### src/rtl/uio_arb_pkg.sv
// Shared types and constants for the uio pin arbiter.
// Bus-enable encodings and the transaction state machine states.
package uio_arb_pkg;

    localparam int BYTE_W = 8;

    localparam logic [BYTE_W-1:0] OE_DRIVE   = 8'hFF;
    localparam logic [BYTE_W-1:0] OE_RELEASE = 8'h00;

    typedef enum logic [2:0] {
        S_IDLE,
        S_DRIVE,
        S_TURN,
        S_SAMPLE,
        S_DONE
    } state_t;

endpackage

### src/rtl/rr_arbiter.sv
// Round-robin pick among NREQ level requests.
// The search starts just after the last winner; the pointer moves only on update.
module rr_arbiter #(
    parameter int NREQ = 2,
    parameter int IW   = $clog2(NREQ)
) (
    input  logic            clk,
    input  logic            rst,
    input  logic [NREQ-1:0] req,
    input  logic            update,
    output logic [NREQ-1:0] grant,
    output logic [IW-1:0]   grant_idx,
    output logic            any
);

    logic [IW-1:0] ptr;
    logic [IW-1:0] idx;

    always_ff @(posedge clk) begin
        if (rst) begin
            ptr <= IW'(NREQ - 1);
        end else if (update && any) begin
            ptr <= grant_idx;
        end
    end

    always_comb begin
        grant     = '0;
        grant_idx = '0;
        any       = 1'b0;
        idx       = '0;
        for (int k = 1; k <= NREQ; k++) begin
            idx = IW'((int'(ptr) + k) % NREQ);
            if (!any && req[idx]) begin
                any         = 1'b1;
                grant_idx   = idx;
                grant[idx]  = 1'b1;
            end
        end
    end

endmodule

### src/rtl/uio_bus_arbiter.sv
// Shares the bidirectional uio pins between NREQ single-byte requesters.
// Every output is registered from the next-state decode so pads never glitch.
module uio_bus_arbiter
    import uio_arb_pkg::*;
#(
    parameter int NREQ = 2,
    parameter int HOLD = 2,
    parameter int TURN = 1
) (
    input  logic                   clk,
    input  logic                   rst,
    input  logic                   ena,
    input  logic [NREQ-1:0]        req,
    input  logic [NREQ-1:0]        req_wr,
    input  logic [BYTE_W*NREQ-1:0] req_wdata,
    output logic [NREQ-1:0]        gnt,
    output logic [BYTE_W-1:0]      rd_data,
    output logic                   busy,
    input  logic [BYTE_W-1:0]      uio_in,
    output logic [BYTE_W-1:0]      uio_out,
    output logic [BYTE_W-1:0]      uio_oe
);

    localparam int IW = $clog2(NREQ);
    localparam int CW = 8;

    state_t            state;
    state_t            state_nx;
    logic [CW-1:0]     cnt;
    logic [CW-1:0]     cnt_nx;
    logic [NREQ-1:0]   win_oh;
    logic [NREQ-1:0]   win_oh_nx;
    logic [BYTE_W-1:0] win_data;
    logic [BYTE_W-1:0] win_data_nx;

    logic [NREQ-1:0]   gnt_nx;
    logic [BYTE_W-1:0] rd_nx;
    logic [BYTE_W-1:0] out_nx;
    logic [BYTE_W-1:0] oe_nx;
    logic              busy_nx;

    logic [NREQ-1:0]   arb_grant;
    logic [IW-1:0]     arb_idx;
    logic              arb_any;
    logic              start;
    logic              sel_wr;
    logic [BYTE_W-1:0] sel_data;

    assign start    = (state == S_IDLE) && ena && arb_any;
    assign sel_wr   = req_wr[arb_idx];
    assign sel_data = req_wdata[arb_idx*BYTE_W +: BYTE_W];

    rr_arbiter #(
        .NREQ (NREQ),
        .IW   (IW)
    ) u_rr (
        .clk       (clk),
        .rst       (rst),
        .req       (req),
        .update    (start),
        .grant     (arb_grant),
        .grant_idx (arb_idx),
        .any       (arb_any)
    );

    always_ff @(posedge clk) begin
        if (rst) begin
            state    <= S_IDLE;
            cnt      <= '0;
            win_oh   <= '0;
            win_data <= '0;
            gnt      <= '0;
            rd_data  <= '0;
            busy     <= 1'b0;
            uio_out  <= '0;
            uio_oe   <= OE_RELEASE;
        end else begin
            state    <= state_nx;
            cnt      <= cnt_nx;
            win_oh   <= win_oh_nx;
            win_data <= win_data_nx;
            gnt      <= gnt_nx;
            rd_data  <= rd_nx;
            busy     <= busy_nx;
            uio_out  <= out_nx;
            uio_oe   <= oe_nx;
        end
    end

    always_comb begin
        state_nx    = state;
        cnt_nx      = cnt;
        win_oh_nx   = win_oh;
        win_data_nx = win_data;
        unique case (state)
            S_IDLE: begin
                if (start) begin
                    win_oh_nx   = arb_grant;
                    win_data_nx = sel_data;
                    cnt_nx      = '0;
                    if (sel_wr) begin
                        state_nx = S_DRIVE;
                    end else if (TURN == 0) begin
                        state_nx = S_SAMPLE;
                    end else begin
                        state_nx = S_TURN;
                    end
                end
            end
            S_DRIVE: begin
                if (cnt == CW'(HOLD - 1)) begin
                    state_nx = S_DONE;
                end else begin
                    cnt_nx = cnt + 8'd1;
                end
            end
            S_TURN: begin
                if (cnt == CW'(TURN - 1)) begin
                    state_nx = S_SAMPLE;
                end else begin
                    cnt_nx = cnt + 8'd1;
                end
            end
            S_SAMPLE: state_nx = S_DONE;
            S_DONE:   state_nx = S_IDLE;
            default:  state_nx = S_IDLE;
        endcase
    end

    // Outputs follow the state being entered, so they line up with it.
    always_comb begin
        oe_nx   = OE_RELEASE;
        out_nx  = '0;
        gnt_nx  = '0;
        busy_nx = (state_nx != S_IDLE);
        rd_nx   = rd_data;
        if (state_nx == S_DRIVE) begin
            oe_nx  = OE_DRIVE;
            out_nx = win_data_nx;
        end
        if (state_nx == S_DONE) begin
            gnt_nx = win_oh_nx;
        end
        if (state == S_SAMPLE) begin
            rd_nx = uio_in;
        end
    end

endmodule

### config.mk
export PLATFORM = sky130hd
export DESIGN_NAME = uio_bus_arbiter
export DESIGN_NICKNAME = d
export VERILOG_FILES = /design/src/rtl/uio_arb_pkg.sv /design/src/rtl/rr_arbiter.sv /design/src/rtl/uio_bus_arbiter.sv
export SDC_FILE = /design/constraint.sdc
export NUM_CORES = 1
export LEC_CHECK = 0
export BUFFER_PORTS_ARGS = -buffer_cell sky130_fd_sc_hd__buf_2
export CORE_MARGIN = 1.5
export CORE_UTILIZATION = 45
export CTS_CLUSTER_DIAMETER = 60
export DETAILED_ROUTE_END_ITERATION = 10
export GPL_ROUTABILITY_DRIVEN = 1
export PLACE_DENSITY = 0.71
export RECOVER_POWER = 100
export SETUP_SLACK_MARGIN = 0.4
export SYNTH_ARGS = -nofsm -noshare
export SYNTH_HDL_FRONTEND = slang
export SYNTH_HIERARCHICAL = 1
export SYNTH_SLANG_ARGS = --single-unit
export TNS_END_PERCENT = 30
### constraint.sdc
create_clock -name clk -period 2.8 [get_ports clk]
set_input_delay 0 -clock clk [delete_from_list [all_inputs] [get_ports clk]]
set_output_delay 0 -clock clk [all_outputs]
set_load 0.005 [all_outputs]
# Yosys cells after proc, flatten, opt, wreduce, memory -nomap -nowiden
# Index checks and enable logic that the tools add are counted.
# Widths: inputs -> output; s select.
[totals]
input_bits = 31
elab_cells = 75
ff_bits = 49
[op_classes]
n_mux = 30
n_bitwise = 3
magnitude_cmp = 5
n_eq_ne = 9
n_addsub = 3
n_shift = 1
reduce_logical = 14
[ops]
columns = ["op", "n"]
rows = [
  ["$mux 8", 6],
  ["$pmux 8 s3", 1],
  ["$shiftx 16x5->8", 1],
  ["$mux 1", 12],
  ["$pmux 3 s4", 1],
  ["$mux 2", 5],
  ["$mux 3", 3],
  ["$add 8x1->8 const B", 1],
  ["$eq 8x1->1 const B", 1],
  ["$logic_not 8->1", 1],
  ["$eq 3x1->1 const B", 2],
  ["$eq 3x2->1 const B", 2],
  ["$logic_and 1x1->1", 6],
  ["$lt 1x2->1 const B", 3],
  ["$reduce_bool 3->1", 2],
  ["$ne 2x2->1 const B", 2],
  ["$reduce_and 4->1", 1],
  ["$reduce_or 2->1", 2],
  ["$eq 3x3->1 const B", 1],
  ["$logic_not 3->1", 1],
  ["$add 1x1->1 const B", 2],
  ["$demux 1 s1", 2],
  ["$ge 1x1->1 const B", 2],
  ["$ne 2x1->1 const B", 1],
  ["other kinds (3)", 4],
]

# Longest topological paths before layout
[logic_depth]
word_depth = 15
mapped_depth = 6

# By module
# Netlist, hierarchy kept.
[modules_own_cells]
columns = ["mod", "cells_each", "seq_area_each_um2", "area_each_um2", "n_inst"]
rows = [
  ["uio_bus_arbiter", 203, 820.8, 1844.3, 1],
  ["rr_arbiter", 9, 20.0, 75.1, 1],
]

# Worst setup path after synthesis
# Ideal clock, no wire load.
[synth_path]
kind = "register -> register"
start = "register u_rr.ptr"
end = "register uio_out[0]"
period_less_slack_ns = 1.762
path_stages_with_launch = 7
setup_time_ns = 0.138
path_buffers = 1
t_arrival_ns = 1.624
slack_ns = 1.038
cell_sequence = "dfxtp_1 a21boi_0 buf_6 mux2i_1 inv_1 a221oi_4 nor3_1"
[synth_between]
elab_chain_len = 15
[synth_rtl]
columns = ["item", "line_no", "text"]
rows = [
  ["from (decl)", "rr_arbiter.sv:16", "logic [IW-1:0] ptr;"],
  ["from (signal assigned)", "rr_arbiter.sv:21", "ptr <= IW'(NREQ - 1);"],
  ["from (signal assigned)", "rr_arbiter.sv:23", "ptr <= grant_idx;"],
  ["$add 1x1->1", "rr_arbiter.sv:33", "idx = IW'((int'(ptr) + k) % NREQ);"],
  ["$mux 1 (not written as such) (2 in a row)", "rr_arbiter.sv:34", "if (!any && req[idx]) begin"],
  ["$mux 1", "rr_arbiter.sv:34", ""],
  ["$logic_not 1->1", "rr_arbiter.sv:34", ""],
  ["$logic_and 1x1->1", "rr_arbiter.sv:34", ""],
  ["$mux 1 (*)", "rr_arbiter.sv:34", ""],
  ["via arb_idx", "uio_bus_arbiter.sv:43", "logic [IW-1:0] arb_idx;"],
  ["$mux 1 (not written as such) (2 in a row)", "uio_bus_arbiter.sv:50", "assign sel_wr = req_wr[arb_idx];"],
  ["$mux 2", "uio_bus_arbiter.sv:101", "if (sel_wr) begin"],
  ["$mux 3", "uio_bus_arbiter.sv:97", "if (start) begin"],
  ["$pmux 3 s4", "uio_bus_arbiter.sv:95", "unique case (state)"],
  ["$eq 3x1->1", "uio_bus_arbiter.sv:137", "if (state_nx == S_DRIVE) begin"],
  ["$not 1->1 (no source line)", "-", ""],
  ["$reduce_or 2->1 (no source line)", "-", ""],
  ["to (signal assigned)", "uio_bus_arbiter.sv:85", "uio_out <= out_nx;"],
  ["to (decl)", "uio_bus_arbiter.sv:20", "output logic [BYTE_W-1:0] uio_out,"],
]
# The timed path passes the listed nets; every way through them passes the cells marked *. The select of a mux whose other input is x is not followed.
# A chain may end at the register's enable or synchronous reset.

# Worst setup path after layout
[layout_path]
start = "register state[0]"
end = "register uio_out[7]"
[layout_between]
elab_chain_len = 8
[layout_rtl]
columns = ["item", "line_no", "text"]
rows = [
  ["from (decl)", "uio_bus_arbiter.sv:27", "state_t state;"],
  ["from (signal assigned)", "uio_bus_arbiter.sv:78", "state <= state_nx;"],
  ["$logic_not 3->1", "uio_bus_arbiter.sv:49, uio_bus_arbiter.sv:95", ""],
  ["$logic_and 1x1->1 (2 in a row)", "uio_bus_arbiter.sv:49", "assign start = (state == S_IDLE) && ena && arb_any;"],
  ["$mux 3", "uio_bus_arbiter.sv:97", ""],
  ["$pmux 3 s4", "uio_bus_arbiter.sv:95", ""],
  ["$eq 3x1->1", "uio_bus_arbiter.sv:137", ""],
  ["$not 1->1 (no source line)", "-", ""],
  ["$reduce_or 2->1 (no source line)", "-", ""],
]
# Parallel ways exist; a longest one is shown, timed or not.

==> flow_summary.ini <==
[synthesis]
ys_seq_elements = 42
syn_inst = 212
yosysUniqueCellTypes = 42
yosys_warnings = 6
yosys.area.top_type = dfxtp_1
synth_top_cell_area_share_pct = 43.8
syn_nets = 246
async_reset_ff_share_pct = 0
syn_area_per_cell_um2 = 9.05
synth_area_leaders = dfxtp_1 44%, nand3_1 6.0%, mux2i_1 5.7%
synthMostInstantiatedCell = dfxtp_1
synth_edf_count = 0
synthFlopType = dfxtp_1
syn-cell-area_um2 = 1920
synthTopCellsByCount = 42 x dfxtp_1, 23 x nand3_1, 21 x nor2_1, 13 x a21oi_1
ys_seq_area_share_pct = 43.8

[worst_setup_path]
crit_required_ps = 3010
start_kind = flop
arrival_ps = 2510
worstSetupPathType = flop to flop
cp_max_fo = 14
end_kind = flop

[detailed_routing]
dr.pass1.iters = 4
ant_nets = 0
wl_per_cell_um = 12.6
drt_iter0_drc = 118
routed_via_density = 5.16
drc = 0
vias = 1647
drt-total-wl_um = 4010

[sta]
fin_ws_ps = 503
setup_viol = 0
tightest_slew_ps = 1100
fmax_mhz = 435
fin_crit_ps = 2300
slew_headroom_pct = 25.4
final.setup.tns_ps = 0
rsz0062_at_grt = false
finalMaxSlewViolations = 0
finalHoldViolations = 0
fin_crit_sh_pct = 82.1
fin_skew_ps = 5.09

[cts]
cts_tree = yes
htree_levels = 2
cts.clk_slew.worst_paths_ps = 80
post-cts-setup-buffer-count = 0
clock_path_buffers = 2
clkSinkCount = 42
cts_made_buffers = 5
cts_root_buffer = clkbuf_8
clk_latency_ps = 300

[place]
pre_cts_ws_ps = 532
dpl.hpwl_um = 2770
gp_congestion = 0.811
io_buffers = 57

[grt]
grtUsageTotal_pct = 18.4
grt_use_met1_pct = 22.9
gr-total-overflow = 0
met3_usage_pct = 3.95
grt_busiest_layer = met2
gr-usage-met2_pct = 30.5
grt_pass1_wl_um = 6420
grt_max_degree = 27
antenna_found_initial = 0
grt_pass1_vias = 1496

[die]
dieArea_um2 = 4670
die_w_um = 68.3
rows = 23
io_pins = 58
die_h_um = 68.3
core_area_um2 = 4060
initial_core_util_pct = 47.3

[power_and_ir_drop]
powerDensity_nw_per_um2 = 606
p_leak_nw = 0.962
vdd_drop_max_v = 0.000379

[worst_hold_path]
hold_class = input port to flop

[finish]
layout-drive-gt1-share_pct = 20.1
antenna_cells = 0
utilization_pct = 56.8
fill_cells = 404
area_growth_syn_to_layout_pct = 20.0
final_nets = 302

[job]
max-cap-violations = 0

[status]
status = finished, final reports clean
-- cell type report --
| cell class | count | area [µm²] | share of cell area (%) |
|---|---|---|---|
| Multi-Input combinational cell | 145 | 910 | 39.5 |
| Sequential cell | 42 | 842 | 36.6 |
| Timing Repair Buffer | 66 | 349 | 15.2 |
| Clock buffer | 6 | 72.6 | 3.15 |
| Tap cell | 50 | 62.6 | 2.72 |
| Clock inverter | 2 | 37.5 | 1.63 |
| Inverter | 8 | 30.0 | 1.30 |
-- placed cells by master, fill, tap and decap left out, drive strengths merged, types with 3 or more instances in the layout --
cell type / n
dfxtp: 42
buf: 40
clkbuf: 24
nand3: 23
nor2: 21
a21oi: 13
o21ai: 12
mux2i: 11
nand2: 11
nor3: 9
dlygate4sd3: 8
inv: 7
and3: 6
xor2: 5
or3: 3
ha: 3
a21boi: 3
-- path summary, 6_finish.rpt --
path | depth (start not counted) | slack [ps] | to | from
worst min register to register | 2 | 460 | rd_data[6]$_SDFFE_PP0P_ | rd_data[6]$_SDFFE_PP0P_
worst min-delay path | 3 | 20 | u_rr/ptr$_SDFFE_PP1P_ | req[1]
worst max register to register | 4 | 500 | uio_out[7]$_SDFF_PP0_ | state[0]$_SDFF_PP0_
worst max-delay path | 4 | 500 | uio_out[7]$_SDFF_PP0_ | state[0]$_SDFF_PP0_
-- where the power goes --
group	switching [mW]	internal (mW)
Clock	0.208	0.266
Combinational	0.145	0.110
Sequential	0.0297	0.637
Total	0.383	1.01
-- per-layer routing --
| layer | routed length (µm) | share of wire [%] | up-vias |
|---|---|---|---|
| li1 | - | - | 852 |
| met1 | 1980 | 49 | 750 |
| met2 | 1800 | 45 | 39 |
| met3 | 162 | 4.0 | 6 |
| met4 | 76 | 1.9 | 0 |
| met5 | 0 | 0 | - |
-- worst max-delay path, stage by stage (launching register included) --
cell	delay (ps)
dfxtp_1	410
nor4bb_2	990
and2_4	400
a221oi_4	140
nor3_1	260
-- per-stage QoR --
stage	total power [mW]	cells	area (µm²)	hold slack, ps
after floorplan	0.878	212	1920	110
after global placement	0.933	303	2160	259
after detailed placement	0.937	303	2160	261
after CTS	1.42	319	2350	14.5
after global routing	1.47	319	2300	25.2
final	1.40	319	2300	21.6
-- state kept, by name, indices dropped and copies added (netlist names) --
name      count
uio_oe        1
gnt           2
uio_out       8
cnt           8
busy          1
win_oh        2
rd_data       8
win_data      8
u_rr/ptr      1
state         3
-- what timing repair did --
item                                   in CTS  in global routing
resized for setup                           0                  1
setup endpoints to repair                   0                 10
hold buffers                                8                  0
endpoints found under the hold margin       8                  0
-- kinds of logic (layout without fill, tap and decap cells) --
logic type,count (synthesis),count (layout),synth area share [%]
and+or+nand+nor,85,85,23.9
DFF,42,42,43.8
AOI/OAI and AO/OA,41,41,14.8
buffers and inverters,25,82,7.50
muxes,11,11,5.74
xor gates and xnor gates,5,5,2.28
adders and majority gates,3,3,1.96
Power figures use the tool's default switching activity.
